<file path="src/rtl/sr_ff_driver.sv">
// Drives a bank of external SR flip-flops to a target word, verifies the
// readback and re-drives up to MAX_RETRY extra times before giving up.
module sr_ff_driver #(
  parameter int unsigned WIDTH     = 8,
  parameter int unsigned MAX_RETRY = 3
) (
  input  logic             clk,
  input  logic             rst,
  input  logic             tgt_valid,
  input  logic [WIDTH-1:0] tgt_data,
  output logic             tgt_ready,
  output logic [WIDTH-1:0] s_out,
  output logic [WIDTH-1:0] r_out,
  input  logic [WIDTH-1:0] q_in,
  output logic             busy,
  output logic             done,
  output logic             err
);

  localparam int unsigned RW = (MAX_RETRY > 0) ? $clog2(MAX_RETRY + 1) : 1;

  typedef enum logic [1:0] {IDLE, CALC, DRIVE, CHECK} state_t;

  state_t           r_state, w_state_nxt;
  logic [WIDTH-1:0] r_tgt, w_tgt_nxt;
  logic [WIDTH-1:0] r_s, w_s_nxt;
  logic [WIDTH-1:0] r_r, w_r_nxt;
  logic [RW-1:0]    r_retry, w_retry_nxt;
  logic             r_done, w_done_nxt;
  logic             r_err, w_err_nxt;
  logic             r_ready;
  logic             r_busy;
  logic             w_hs;

  assign w_hs = tgt_valid & (r_state == IDLE);

  // Next-state and next-output decode; excitation is only ever produced in CALC.
  always_comb begin
    w_state_nxt = r_state;
    w_tgt_nxt   = r_tgt;
    w_retry_nxt = r_retry;
    w_s_nxt     = '0;
    w_r_nxt     = '0;
    w_done_nxt  = 1'b0;
    w_err_nxt   = 1'b0;
    case (r_state)
      IDLE: begin
        if (w_hs) begin
          w_tgt_nxt   = tgt_data;
          w_retry_nxt = '0;
          w_state_nxt = CALC;
        end
      end
      CALC: begin
        // Set only bits that must rise, reset only bits that must fall: never 11.
        w_s_nxt     = r_tgt & ~q_in;
        w_r_nxt     = ~r_tgt & q_in;
        w_state_nxt = DRIVE;
      end
      DRIVE: begin
        w_state_nxt = CHECK;
      end
      CHECK: begin
        if (q_in == r_tgt) begin
          w_done_nxt  = 1'b1;
          w_state_nxt = IDLE;
        end else if (r_retry < RW'(MAX_RETRY)) begin
          w_retry_nxt = r_retry + RW'(1);
          w_state_nxt = CALC;
        end else begin
          w_err_nxt   = 1'b1;
          w_state_nxt = IDLE;
        end
      end
      default: begin
        w_state_nxt = IDLE;
      end
    endcase
  end

  // State and registered outputs; ready/busy track the state being entered.
  always_ff @(posedge clk) begin
    if (rst) begin
      r_state <= IDLE;
      r_tgt   <= '0;
      r_retry <= '0;
      r_s     <= '0;
      r_r     <= '0;
      r_done  <= 1'b0;
      r_err   <= 1'b0;
      r_ready <= 1'b1;
      r_busy  <= 1'b0;
    end else begin
      r_state <= w_state_nxt;
      r_tgt   <= w_tgt_nxt;
      r_retry <= w_retry_nxt;
      r_s     <= w_s_nxt;
      r_r     <= w_r_nxt;
      r_done  <= w_done_nxt;
      r_err   <= w_err_nxt;
      r_ready <= (w_state_nxt == IDLE);
      r_busy  <= (w_state_nxt != IDLE);
    end
  end

  assign tgt_ready = r_ready;
  assign busy      = r_busy;
  assign s_out     = r_s;
  assign r_out     = r_r;
  assign done      = r_done;
  assign err       = r_err;

endmodule

</file>
<file path="config.mk">
export PLATFORM = sky130hd
export DESIGN_NAME = sr_ff_driver
export DESIGN_NICKNAME = d
export VERILOG_FILES = /design/src/rtl/sr_ff_driver.sv
export SDC_FILE = /design/constraint.sdc
export NUM_CORES = 1
export LEC_CHECK = 0
export CORE_MARGIN = 3
export CORE_UTILIZATION = 35
export DETAILED_ROUTE_END_ITERATION = 10
export PLACE_DENSITY = 0.63
export SYNTH_ARGS = -nofsm -noshare
export SYNTH_HDL_FRONTEND = slang
export SYNTH_SLANG_ARGS = --single-unit
</file>
<file path="constraint.sdc">
create_clock -name clk -period 1.5 [get_ports clk]
set_input_delay 0.15 -clock clk [delete_from_list [all_inputs] [get_ports clk]]
set_output_delay 0.15 -clock clk [all_outputs]
set_load 0.02 [all_outputs]
</file>
== Word-level counts from Yosys, hierarchy flattened ==
Cells that the tools add are included.
Word-level totals
  bits in registers: 32
  input bits: 19
  output and inout port bits: 20
  word-level logic and storage cells: 44
Cells by class
  add/sub/neg operators: 1
  $lt $le $gt $ge: 1
  equality and inequality tests: 7
  mux-type cells: 10
  bitwise operators: 7
  reduce and logical (&&, ||, !) cells: 9
Operators with widths (number)
  bitwise AND 8 bit: 2
  inverter 8 bit: 2
  == test 8 bit: 1
  two-way mux 2 bit: 4
  case mux 2 bit (4 select lines): 1
  != test 2 bit (second input constant): 3
  == test 2 bit (second input constant): 2
  logical NOT 2 bit: 2
  two-way mux 1 bit: 4
  case mux 2 bit (2 select lines): 1
  AND reduction 4 bit: 1
  nonzero test 2 bit: 2
  OR reduction 2 bit: 2
  OR reduction 3 bit: 1
  adder 2 x 1 -> 2 bit (second input constant): 1
  == test 2 x 1 -> 1 bit (second input constant): 1
  less-than comparator 2 bit (second input constant): 1
  inverter 1 bit: 2
  AND reduction 2 bit: 1
  bitwise AND 1 bit: 1

== Depth between registers and ports, before layout ==
  depth in word-level cells: 5
  depth in mapped cells: 6
  mapped depth without buffers: 6

== Worst setup path after synthesis ==
Ideal clock, no wire load.
  path type: register to register
  start point: reg r_state[0]
  end point: reg r_busy (netlist: busy)
  setup time: 0.123 ns
  arrival: 1.354 ns
  required time: 1.377 ns
  path slack: 0.023 ns
  cell stages (with the launch flop): 7
  buffers on the path: 0
  period minus slack after synthesis: 1.477 ns
  cell sequence: dfxtp_1 > inv_1 > ha_1 > a21o_1 > a22oi_1 > o22ai_1 > or2_2
Between the ends
  word-level cells in the longest chain between the ends: 5
  elaborated cells on any way between the ends: 8
  those cells by class: eq/ne (3); mux (2); bitwise (1); reduce/logical (2)
RTL lines
  from (decl): RTL line 24  | state_t r_state, w_state_nxt;
  from (signal assigned): RTL line 94  | r_state <= w_state_nxt;
  logical NOT 2 bit: RTL line 35, 46
  bitwise AND 1 bit: RTL line 35  | assign w_hs = tgt_valid & (r_state == IDLE);
  two-way mux 2 bit: RTL line 48  | if (w_hs) begin
  case mux 2 bit (4 select lines) *: RTL line 46  | case (r_state)
  nonzero test 2 bit *: RTL line 102  | r_busy <= (w_state_nxt != IDLE);
  to (signal assigned): RTL line 102
  to (decl): RTL line 32  | logic r_busy;
Mark *: on every way between the ends. The rest lies on a longest branch, timed or not.
A chain may end at the register's enable or synchronous reset.

== Final worst setup path ==
  start point: reg r_tgt[2]
  end point: reg r_retry[0]
Between the ends
  word-level cells in the longest chain between the ends: 3
RTL lines
  from (decl): RTL line 25  | logic [WIDTH-1:0] r_tgt, w_tgt_nxt;
  from (signal assigned): RTL line 95  | r_tgt <= w_tgt_nxt;
  == test 8 bit: RTL line 64  | if (q_in == r_tgt) begin
  != test 2 bit (no line)
  AND reduction 4 bit (no line)
  to (signal assigned): RTL line 96  | r_retry <= w_retry_nxt;
  to (decl): RTL line 28  | logic [RW-1:0] r_retry, w_retry_nxt;
Every way passes these cells.

==> impl_metrics.json <==
{
  "status": "finished clean",
  "worst_hold_path_type": "input pin to register",
  "crit_path_max_incr_delay_ps": 490,
  "placement_rows": 22,
  "synth_largest_area_cell": "sky130_fd_sc_hd__dfxtp_1",
  "clk_latency_ps": 290,
  "grt_max_degree": 17,
  "vias_per_cell": 4.37,
  "finalWeightedCongestion": 0.756,
  "slowest_stage": "sky130_fd_sc_hd__or4b_1",
  "synthesis.instances": 141,
  "synth_area_sq_mm": 0.00136,
  "die_y_um": 68.4,
  "final_min_period_over_clock_period_pct": 99.4,
  "crit_chain": "ha_4 -> nand4_4 -> o21bai_4 -> or4b_1 -> a31oi_1",
  "drv_slew": 0,
  "cts_h_tree_depth": 2,
  "detailroute.wirelength.met3_um": 168,
  "grt_pass1_vias": 1136,
  "min_cycle_time_layout_ps": 1490,
  "top_signal_layer_used": "met4",
  "routedWlPerCell_um": 11.2,
  "dpl.cell_count": 246,
  "preCtsSetupSlack_ps": -439,
  "fp.dieArea_sq_mm": 0.00468,
  "detail_route.iter0.violations": 36,
  "cts_max_path_buffers": 2,
  "final.setup.worst_slack_ps": 8.58,
  "tightest_slew_ps": 559,
  "max_freq_ghz": 0.671,
  "timing.critical_path.required_ps": 1700,
  "detail_route.wirelength_um": 2900,
  "synth_fp_nets": 181,
  "met1_length_um": 1210,
  "cp-end-kind": "register",
  "max_cap_violations": 0,
  "synthMostInstantiatedCell": "sky130_fd_sc_hd__dfxtp_1",
  "fin_total_pwr_mw": 2.97,
  "r2r-start": "r_tgt[2]",
  "gr-usage-all-layers_pct": 14.4,
  "ys.flop_type": "sky130_fd_sc_hd__dfxtp_1",
  "pin_count": 39,
  "timing.final.hold_violations": 0,
  "ys_ff_latch": 32,
  "yosys.area.top_type_share_pct": 47.0,
  "grt_first_pass_wirelength_um": 4860,
  "async_reset_ff_share_pct": 0,
  "clock-sinks": 32,
  "total_number_of_vias": 1133,
  "worstSetupStartpoint": "r_tgt[2]",
  "tritoncts": "done",
  "final-instance-count-excl-fill": 259,
  "synth_sequential_area_ratio_pct": 47.0,
  "dieWidth_um": 68.4,
  "clkTransAtPathRegs_ps": 70,
  "finClkSkew_ps": 9.27,
  "crit_family": "simple AND/OR/NAND/NOR gates",
  "synth_area_per_cell_sq_um": 9.66,
  "placeableCoreArea_sq_mm": 0.00372,
  "setup_repair_after_global_routing_missed_its_margin": "true",
  "synth_warnings": 0,
  "drcViolationCount": 0,
  "effective_utilization_at_floorplan_pct": 36.7,
  "yosysUniqueCellTypes": 24,
  "setup.worst_path.start_class": "register",
  "timing.max_slew.rel_slack_pct": 62.6,
  "grt_antenna_before_repair": 0,
  "report.final.setup_viol": 0,
  "layout-area-overhead-vs-synth_pct": 66.3,
  "finish.net_count": 250,
  "cellPowerDensity_mw_per_mm2": 1310,
  "crit_path_max_fanout": 4,
  "grt.overflow.total": 0,
  "critical_path_class": "register to register",
  "drive_gt1_share_pct": 31.8,
  "post_synth_main_area_contributors": "sky130_fd_sc_hd__dfxtp_1 (47%), sky130_fd_sc_hd__ha_1 (19%), sky130_fd_sc_hd__and2_1 (7.8%)",
  "min_from": "q_in[6]",
  "antenna_violation_net_count_after_detailed_routing": 0,
  "synth-edff-count": 0,
  "worstPathArrival_ps": 1700,
  "fillCellCount": 331,
  "met2_length_um": 1470,
  "cts_buffers": 5,
  "tritonroute_pass_1_iters": 4,
  "max-vdd-ir-drop_mv": 0.980,
  "num_antenna_cells": 0,
  "cp_num_buf_inv": 0,
  "portBuffers": 38,
  "yosys-top-cells-count": "sky130_fd_sc_hd__dfxtp_1 (32), sky130_fd_sc_hd__ha_1 (21), sky130_fd_sc_hd__inv_1 (19)",
  "power.leakage_nw": 0.966,
  "place_hpwl_um": 2040,
  "cts_root_buffer_type": "sky130_fd_sc_hd__clkbuf_8"
}
-- flip-flops by register name, summed over array words and instances, names as in the netlist --
signal and cells:
tgt_ready 1, r_out 8, err 1, done 1
s_out 8, r_retry 2, r_state 2, busy 1
r_tgt 8
-- final cells by class --
cell class	count	area, sq um	area share (%)
repair buffers	65	581	25.6
well taps	48	60.1	2.65
inverters	19	71.3	3.15
multi-input cells	87	788	34.8
clock inverters	3	42.5	1.88
flip-flops and latches	32	654	28.9
clock buffers	5	68.8	3.04
-- kinds of logic (layout without fill, tap and decap cells) --
group                      after synthesis  count (layout)  synth area share, %
DFF                                     32              32                 47.0
adders and majority gates               21              21                 19.3
and+or+nand+nor                         50              50                 20.4
AOI/OAI and AO/OA                       16              16                 7.25
buffers and inverters                   22              92                 6.06
-- layout by cell type, fill, tap and decap left out, drive strengths merged, types with 3 or more instances in the layout --
cell type and n:
dfxtp 32, inv 19, buf 27, nand3 3, and2 17, ha 21, clkbuf 5, nand2 18
clkdlybuf4s50 30, dlygate4sd2 6, a21oi 9
-- repair_timing --
action	CTS	global route
hold buffers	0	0
hold endpoints to repair	0	0
pin swaps	7	7
setup buffers	3	2
resized for setup	21	19
endpoints found under the setup margin	18	18
-- worst paths after layout --
path / to / slack (ps) / cells after the start
worst max register to register: r_retry[0] / 9 / 5
worst max-delay path: r_retry[0] / 9 / 5
worst min-delay path: s_out[6] / 310 / 4
worst min register to register: r_retry[1] / 490 / 2
-- where the power goes --
group / internal, mW / total (mW) / switching [mW]
clock network: 0.491 / 0.808 / 0.318
logic: 0.575 / 1.10 / 0.522
registers: 0.996 / 1.07 / 0.0704
total: 2.06 / 2.97 / 0.910
-- per-stage QoR --
| step | utilization (%) | area (sq um) | TNS [ps] | hold WS (ps) |
|---|---|---|---|---|
| floorplan | - | 1360 | 0 | 227 |
| global placement | 52.7 | 1960 | -3820 | 472 |
| detailed placement | 52.7 | 1960 | -4500 | 485 |
| CTS | 59.2 | 2200 | 0 | 352 |
| global route | 61.0 | 2270 | -107 | 334 |
| finish | 61.0 | 2270 | 0 | 314 |
-- worst reg2reg max path, cell delays in order, from the launching register on --
cell	delay [ps]
sky130_fd_sc_hd__dfxtp_2	350
sky130_fd_sc_hd__ha_4	200
sky130_fd_sc_hd__nand4_4	100
sky130_fd_sc_hd__o21bai_4	90
sky130_fd_sc_hd__or4b_1	490
sky130_fd_sc_hd__a31oi_1	180
-- per-layer routing --
metal / vias to the layer above / track usage, %
li1: 587 / -
met1: 509 / 16.0
met2: 30 / 25.0
met3: 7 / 4.43
met4: 0 / 5.96
met5: - / 0
Note: power is estimated with default switching activity, not from simulation.
